## src/rtl/regex_pkg.sv

```systemverilog
// Shared definitions for the bit-serial regex matcher and its match reporter.
// The latency constant is tied to the matcher's char-stage register depth, so
// the matcher and the reporter cannot drift apart on alignment.
package regex_pkg;

    // Default width of the character-position counter / reported position.
    localparam int unsigned POS_W_DEF     = 16;
    // Default width of the match counter.
    localparam int unsigned CNT_W_DEF     = 16;
    // Cycles from char_valid (i_c presented) to the matcher's `o` for that char.
    localparam int unsigned MATCH_LAT_DEF = 1;

    typedef logic [POS_W_DEF-1:0] pos_t;

endpackage

```

## src/rtl/match_fifo.sv

```systemverilog
// Synchronous FIFO for reported match positions.
// Head is read straight from the storage registers (no fall-through path from
// push_data), so a push into an empty FIFO becomes visible on the next cycle.
// A push while full is accepted only when a pop happens in the same cycle.
//
// Ports:
//   clk, reset   rising-edge clock, synchronous active-high reset
//   flush        drops all contents (and any same-cycle push/pop)
//   push         push request; push_data is the entry
//   pop_req      consumer ready; pop happens when out_valid & pop_req
//   out_valid    FIFO non-empty
//   out_data     entry at the head
//   level        current occupancy, 0..DEPTH
//   full         level == DEPTH
//   dropped      push request rejected because the FIFO was full with no pop
module match_fifo
    import regex_pkg::*;
#(
    parameter int unsigned DEPTH = 8,
    parameter int unsigned W     = POS_W_DEF
) (
    input  logic                     clk,
    input  logic                     reset,
    input  logic                     flush,
    input  logic                     push,
    input  logic [W-1:0]             push_data,
    input  logic                     pop_req,
    output logic                     out_valid,
    output logic [W-1:0]             out_data,
    output logic [$clog2(DEPTH):0]   level,
    output logic                     full,
    output logic                     dropped
);

    localparam int unsigned AW = $clog2(DEPTH);
    localparam int unsigned LW = AW + 1;

    logic [W-1:0]  mem [DEPTH];
    logic [AW-1:0] wr_ptr;
    logic [AW-1:0] rd_ptr;
    logic          pop;
    logic          push_ok;

    assign out_valid = (level != '0);
    assign full      = (level == LW'(DEPTH));
    assign out_data  = mem[rd_ptr];

    assign pop       = out_valid & pop_req;
    // Full is not a blocker when the head leaves in the same cycle.
    assign push_ok   = push & (~full | pop);
    assign dropped   = push & full & ~pop;

    always_ff @(posedge clk) begin
        if (reset) begin
            wr_ptr <= '0;
            rd_ptr <= '0;
            level  <= '0;
            for (int unsigned i = 0; i < DEPTH; i++) begin
                mem[i] <= '0;
            end
        end else if (flush) begin
            wr_ptr <= '0;
            rd_ptr <= '0;
            level  <= '0;
        end else begin
            if (push_ok) begin
                mem[wr_ptr] <= push_data;
                wr_ptr      <= wr_ptr + AW'(1);
            end
            if (pop) begin
                rd_ptr <= rd_ptr + AW'(1);
            end
            case ({push_ok, pop})
                2'b10:   level <= level + LW'(1);
                2'b01:   level <= level - LW'(1);
                default: level <= level;
            endcase
        end
    end

endmodule

```

## src/rtl/match_reporter.sv

```systemverilog
// Downstream stage of the bit-serial regex matcher. Stamps each presented
// character with its 0-based stream position, delays the stamp to line up
// with the matcher output `o`, and queues the positions of detected matches
// for the host side. Keeps a saturating match count and a sticky overflow.
//
// Ports:
//   clk, reset    rising-edge clock, synchronous active-high reset
//   stream_start  one-cycle pulse; restarts positions, counters and flushes
//   char_valid    a character is presented to the matcher this cycle
//   match         matcher output `o`
//   out_ready     consumer accepts out_pos this cycle
//   out_valid     FIFO non-empty
//   out_pos       position at the FIFO head
//   match_count   detections since stream start (saturating, includes drops)
//   fifo_level    FIFO occupancy
//   overflow      sticky: a detection was dropped on a full FIFO
module match_reporter
    import regex_pkg::*;
#(
    parameter int unsigned POS_W     = POS_W_DEF,
    parameter int unsigned CNT_W     = CNT_W_DEF,
    parameter int unsigned DEPTH     = 8,
    parameter int unsigned MATCH_LAT = MATCH_LAT_DEF
) (
    input  logic                   clk,
    input  logic                   reset,
    input  logic                   stream_start,
    input  logic                   char_valid,
    input  logic                   match,
    input  logic                   out_ready,
    output logic                   out_valid,
    output logic [POS_W-1:0]       out_pos,
    output logic [CNT_W-1:0]       match_count,
    output logic [$clog2(DEPTH):0] fifo_level,
    output logic                   overflow
);

    logic [POS_W-1:0] pos;
    logic             pipe_v   [MATCH_LAT];
    logic [POS_W-1:0] pipe_pos [MATCH_LAT];
    logic             detect;
    logic             push;
    logic             dropped;
    logic             full;

    // Matcher output only counts when the aligned character slot was real.
    assign detect = pipe_v[MATCH_LAT-1] & match;
    // A restart discards anything still in flight from the old stream.
    assign push   = detect & ~stream_start;

    always_ff @(posedge clk) begin
        if (reset) begin
            pos         <= '0;
            match_count <= '0;
            overflow    <= 1'b0;
            for (int unsigned i = 0; i < MATCH_LAT; i++) begin
                pipe_v[i]   <= 1'b0;
                pipe_pos[i] <= '0;
            end
        end else if (stream_start) begin
            // A character presented with the restart pulse is stamped 0.
            pos         <= POS_W'(char_valid);
            match_count <= '0;
            overflow    <= 1'b0;
            pipe_v[0]   <= char_valid;
            pipe_pos[0] <= '0;
            for (int unsigned i = 1; i < MATCH_LAT; i++) begin
                pipe_v[i]   <= 1'b0;
                pipe_pos[i] <= '0;
            end
        end else begin
            if (char_valid) begin
                pos <= pos + POS_W'(1);
            end
            pipe_v[0]   <= char_valid;
            pipe_pos[0] <= pos;
            for (int unsigned i = 1; i < MATCH_LAT; i++) begin
                pipe_v[i]   <= pipe_v[i-1];
                pipe_pos[i] <= pipe_pos[i-1];
            end
            if (detect && (match_count != '1)) begin
                match_count <= match_count + CNT_W'(1);
            end
            if (dropped) begin
                overflow <= 1'b1;
            end
        end
    end

    match_fifo #(
        .DEPTH (DEPTH),
        .W     (POS_W)
    ) u_fifo (
        .clk       (clk),
        .reset     (reset),
        .flush     (stream_start),
        .push      (push),
        .push_data (pipe_pos[MATCH_LAT-1]),
        .pop_req   (out_ready),
        .out_valid (out_valid),
        .out_data  (out_pos),
        .level     (fifo_level),
        .full      (full),
        .dropped   (dropped)
    );

endmodule

```

## config.mk

```make
export PLATFORM = sky130hd
export DESIGN_NAME = match_reporter
export DESIGN_NICKNAME = d
export VERILOG_FILES = /design/src/rtl/regex_pkg.sv /design/src/rtl/match_fifo.sv /design/src/rtl/match_reporter.sv
export SDC_FILE = /design/constraint.sdc
export NUM_CORES = 1
export LEC_CHECK = 0
export ABC_AREA = 1
export BUFFER_PORTS_ARGS = -buffer_cell sky130_fd_sc_hd__clkbuf_2
export CELL_PAD_IN_SITES_DETAIL_PLACEMENT = 1
export CELL_PAD_IN_SITES_GLOBAL_PLACEMENT = 1
export CORE_AREA = 5 5 107 184
export DETAILED_ROUTE_END_ITERATION = 8
export DIE_AREA = 0 0 112 189
export PLACE_DENSITY_LB_ADDON = 0.05
export RECOVER_POWER = 25
export SYNTH_ARGS = -nofsm -noshare
export SYNTH_HDL_FRONTEND = slang
export SYNTH_SLANG_ARGS = --single-unit
```

## constraint.sdc

```tcl
create_clock -name clk -period 3.9 [get_ports clk]
set_clock_uncertainty 0.1 [all_clocks]
set_input_delay 0.39 -clock clk [delete_from_list [all_inputs] [get_ports clk]]
set_output_delay 0.39 -clock clk [all_outputs]
set_load 0.1 [all_outputs]
```

* After elaboration in Yosys (flattened, before gate mapping)
Memory sizes are Yosys's and may differ from the RTL's. A register that Yosys moved wholly into a read port is not among the register bits.
Cells that the tools add are included.
** Word-level totals
- Bits in writable memories :: 145
- Bits in latches :: 0
- Memories :: 3
- ROM bits :: 0
- Input bits :: 6
- Logic and storage cells :: 68
- Register bits :: 43
** Memory list
- u_fifo.mem :: words 8, width 16, rd ports 1, clocked after memory_dff 1, write ports 8, RTL line match_fifo.sv:38 : logic [W-1:0] mem [DEPTH];
- pipe_pos :: words 1, width 16, rd ports 1, clocked after memory_dff 0, write ports 1, RTL line match_reporter.sv:40 : logic [POS_W-1:0] pipe_pos [MATCH_LAT];
- pipe_v :: words 1, width 1, rd ports 1, clocked after memory_dff 0, write ports 1, RTL line match_reporter.sv:39 : logic pipe_v [MATCH_LAT];
** Cells by class
- Div/mod/pow operators :: 0
- Shift operators :: 0
- Mux-type cells :: 28
- Reductions and logical operators :: 10
- Add/sub/neg operators :: 6
- Bitwise logic cells :: 10
- Multiply operators :: 0
- Magnitude comparators :: 0
- Eq/ne operators :: 4
** Operator list (count)
- 2-to-1 mux 16 bit :: 3
- OR reduction 16 bit :: 3
- adder 16 x 1 -> 16 bit, second input constant :: 2
- 2-to-1 mux 1 bit :: 21
- != test 16 bit, second input constant :: 1
- 2-to-1 mux 3 bit :: 3
- case mux 4 bit (2 select lines) :: 1
- adder 3 x 1 -> 3 bit, second input constant :: 2
- AND 1 bit :: 6
- adder 4 x 1 -> 4 bit, second input constant :: 1
- equality test 4 bit, second input constant :: 1
- nonzero test 2 bit :: 2
- nonzero test 4 bit :: 1
- subtractor 4 x 1 -> 4 bit, second input constant :: 1
- inverter 1 bit :: 3
- equality test 2 x 1 -> 1 bit, second input constant :: 1
- equality test 2 bit, second input constant :: 1
- OR reduction 1 bit :: 2
- OR reduction 2 bit :: 1
- logical AND 1 bit :: 1
- OR 1 bit :: 1

* Depth between registers and ports, before layout
- Depth in word-level cells :: 10
- Mapped depth :: 13
- Depth with buffers taken out :: 13

* Hierarchy
Synthesis repeated with hierarchy kept, for this count alone.
** Unflattened totals
- Cell total of the unflattened synthesis :: 941
- Area total of the unflattened synthesis :: 8712.1 um^2
** Modules (own cells, without submodules)
- match_fifo :: sequential area each 4103.9 um^2, area each 6329.8 um^2, cells each 629, instances 1
- match_reporter :: sequential area each 1171.1 um^2, area each 2382.3 um^2, cells each 312, instances 1

* Worst setup path before layout
OpenSTA, ideal clock, no wires.
- Path kind :: reg-to-reg
- Start point :: register u_fifo.level[0]
- End point :: register u_fifo.level[2]
- Cell stages (with the launch flop) :: 14
- Period minus slack after synthesis :: 3226 ps
- Path slack :: 674 ps
- Setup time :: 109 ps
- Required time :: 3691 ps
- Data arrival time :: 3017 ps
- Cell sequence :: dfxtp_1 -> nor2_2 -> nand2_1 -> nand3_1 -> xor2_1 -> inv_1 -> ha_1 -> inv_1 -> nand2_1 -> inv_1 -> nand2_1 -> nand3_1 -> nand2_1 -> inv_1
** Between the ends
- Cells in the longest elaborated chain, start to end :: 6
** RTL lines
- from (decl) :: RTL line match_fifo.sv:30 : output logic [$clog2(DEPTH):0] level,
- from (signal assigned) :: RTL line match_fifo.sv:74 : 2'b10: level <= level + LW'(1);
- from (signal assigned) :: RTL line match_fifo.sv:75 : 2'b01: level <= level - LW'(1);
- from (signal assigned) :: RTL line match_fifo.sv:76 : default: level <= level;
- nonzero test 4 bit * :: RTL line match_fifo.sv:44 : assign out_valid = (level != '0);
- named net out_valid :: RTL line match_reporter.sv:31 : output logic out_valid,
- AND 1 bit * :: RTL line match_fifo.sv:48 : assign pop = out_valid & pop_req;
- OR 1 bit :: RTL line match_fifo.sv:50 : assign push_ok = push & (~full | pop);
- AND 1 bit :: RTL line match_fifo.sv:50
- equality test 2 x 1 -> 1 bit or equality test 2 bit (tied branches) :: RTL line match_fifo.sv:73 : case ({push_ok, pop})
- case mux 4 bit (2 select lines) or nonzero test 2 bit (tied branches)
Mark *: on every way through the listed nets, which the timed path passes. The rest lies on a longest branch.
A chain may end at the register's enable or synchronous reset.

==> flow_metrics.tcl <==
set metrics [dict create \
    yosysTopAreaCell "edfxtp_1" \
    ir_worst_vdd_v 0.0002809 \
    regArea_um2 5278 \
    nets 992 \
    start_util_pct 48.79 \
    total_power_w 0.004336 \
    routabilityCongestion 0.8282 \
    cp.required_ns 3.76 \
    synth_top_area_share_pct 49.65 \
    post_drt_via_cell_ratio 5.411 \
    synth.area.top_cells "edfxtp_1 (50%), nor2_1 (11%), dfxtp_1 (11%)" \
    path_max_fanout 17 \
    rows 65 \
    tightest_slew_ns 1.162 \
    cts_buffer_depth 2 \
    p_leak_nw 3.809 \
    power_density_nw_per_um2 447.2 \
    internal_power_w 0.003155 \
    r2r_setup_slack_ns 0.71 \
    dp_hpwl_mm 16.32 \
    totalWireLength_mm 23.37 \
    worstPathArrival_ns 3.05 \
    insertion_delay_ns 0.44 \
    max_clock_freq_mhz 313.1 \
    gr-usage-all-layers_pct 22.82 \
    finalHoldViolCount 0 \
    core_um2 17970 \
    port_buffers 43 \
    post_cts_resized 0 \
    cts_buffers 17 \
    grt_pass1_vias 7206 \
    hold_path.class "in -> reg" \
    min_from "stream_start" \
    r2r-start "pipe_v[0]" \
    ys_warn_count 0 \
    power_frac_comb_pct 9.6 \
    setup_tns_ns 0 \
    ys_seq_area_share_pct 60.15 \
    grt_pass1_wl_mm 37.35 \
    drtAntennaViolNets 0 \
    die_y_um 189 \
    route.vias.total 6645 \
    die_x_um 112 \
    finalCritPeriodShare_pct 81.89 \
    critPathCaptureType "flip-flop" \
    cts_root_buffer "clkbuf_16" \
    antenna_found_initial 0 \
    ys_ff_latch 191 \
    synth_cells 931 \
    cts_tree "yes" \
    hold_buffers 0 \
    htreeDepth 4 \
    pwr-share-clk_pct 38.0 \
    period_minus_slack_ns 3.194 \
    avgSynthCellArea_um2 9.420 \
    syn_area_um2 8770 \
    synth-main-ff-cell "edfxtp_1" \
    synth_cell_types 37 \
    pre_cts_slack_ns 1.133 \
    cts_setup_buffers 0 \
    wl_per_cell_um 19.03 \
    multi_input_area_um2 2974 \
    drt_pass1_iterations 5 \
    p_sw_w 0.001180 \
    synthArstFlopShare_pct 0 \
    synth_edf_count 145 \
    p_seq_share_pct 52.4 \
    setup_ws_ns 0.7064 \
    grt_start_max_net_pins 65 \
    fill_cells 2089 \
    n_antenna_cell 0 \
    slew_violations 0 \
    slew_headroom_pct 22.88 \
    yosysMostFrequentCell "nor2_1" \
    cp-startpoint "pipe_v[0]" \
    clkTransAtPathRegs_ns 0.08 \
    cts.sinks 191 \
    drt-initial-drc-count 315 \
    io-pin-count 44 \
    overflow 0 \
    synthTopCellsByCount "nor2_1 (268), nand2_1 (148), edfxtp_1 (145), inv_1 (71), o21ai_0 (47)" \
    drc 0 \
    worstSetupStartpointType "flip-flop" \
    rsz0062_at_grt "false" \
    drv_cap 0 \
    areaGrowthSynthToFinish_pct 10.54 \
    swShare_pct 27.23 \
    finalSetupViolations 0 \
    status "finished, final reports clean" \
    die-area_um2 21170 \
    drive_gt1_share_pct 11.67 \
    path_class "reg -> reg" \
]
-- registers in the layout, summed over array words and instances, names as in the netlist, named ones only --
name / count
pos: 16
u_fifo.wr_ptr: 3
overflow: 1
u_fifo.level: 4
pipe_v: 1
u_fifo.rd_ptr: 3
u_fifo.mem: 128
pipe_pos: 16
match_count: 16
-- logic make-up (layout without fill, tap and decap cells) --
kind of cell             Yosys count  count (layout)  synth area share, %
XOR/XNOR                          12              12                1.198
AND/OR/NAND/NOR                  487             487                23.66
flip-flops                       191             191                60.15
other                              1              17              0.04276
buffers and inverters            118             165                5.964
adder cells (fa/ha/maj)            5               5               0.7134
AO/OA/AOI/OAI                    117             117                8.275
-- final cells by class --
class	count	share of cell area, %
sequential	191	54.44
multi-input combinational	638	30.68
clock buffer	18	4.427
timing repair buffer	55	3.085
inverter	78	3.072
tap	234	3.020
clock inverter	14	1.278
-- through the flow --
stage	area (µm²)	utilization, %	hold slack, ns	std cells
2_1_floorplan	8830	-	0.3118	947
3_3_place_gp	9205	51.21	0.3269	1196
3_5_place_dp	9205	51.21	0.3364	1196
4_1_cts	9758	54.29	0.1346	1228
5_1_grt	9694	53.94	0.1487	1228
6_report	9694	53.94	0.1478	1228
-- power groups by stage --
| stage | registers [W] | logic, W | clock network (W) |
|---|---|---|---|
| 2_1_floorplan | 0.00232 | 0.000312 | 0 |
| 3_3_place_gp | 0.00231 | 0.000412 | 0 |
| 3_5_place_dp | 0.00232 | 0.000422 | 0 |
| 4_1_cts | 0.00227 | 0.000424 | 0.00167 |
| 5_1_grt | 0.00228 | 0.000447 | 0.00178 |
| 6_report | 0.00227 | 0.000417 | 0.00165 |
-- cell usage in the layout (no fill, tap or decap), drive strengths merged --
cell      netlist  routed
o32ai          32      32
nor3            7       7
edfxtp        145     145
nand3          32      32
nand2         156     156
xnor2           7       7
conb            1      17
o21ai          47      47
inv            77      85
clkinvlp        0       1
ha              5       5
a21oi          35      35
nand4           9       9
o21a            2       2
clkinv          1       6
clkbuf         15      62
nor2          283     283
buf            25      11
xor2            5       5
o22a            1       1
dfxtp          46      46
-- worst paths after layout --
| kind | cells past startpoint | end |
|---|---|---|
| worst max-delay path | 8 | u_fifo.mem[3][10] |
| worst min-delay path | 2 | pos[0] |
| worst max register to register | 8 | u_fifo.mem[3][10] |
| worst min register to register | 1 | flip-flop |
-- critical path, stage by stage, from the launching register on --
cell and delay, ns:
edfxtp_1 0.40, nand3_1 0.22, inv_1 0.07, nand2_1 0.22
inv_6 0.07, nand2_1 0.18, nor2_8 0.05, nand2_1 0.62
nand2_1 0.77
-- metal layers --
metal / wire length [µm] / track usage (%)
met5: 0 / 0
met4: 730 / 9.394
met3: 656 / 3.166
met2: 13450 / 45.10
met1: 8537 / 23.57
Note: power is estimated with default switching activity, not from simulation.
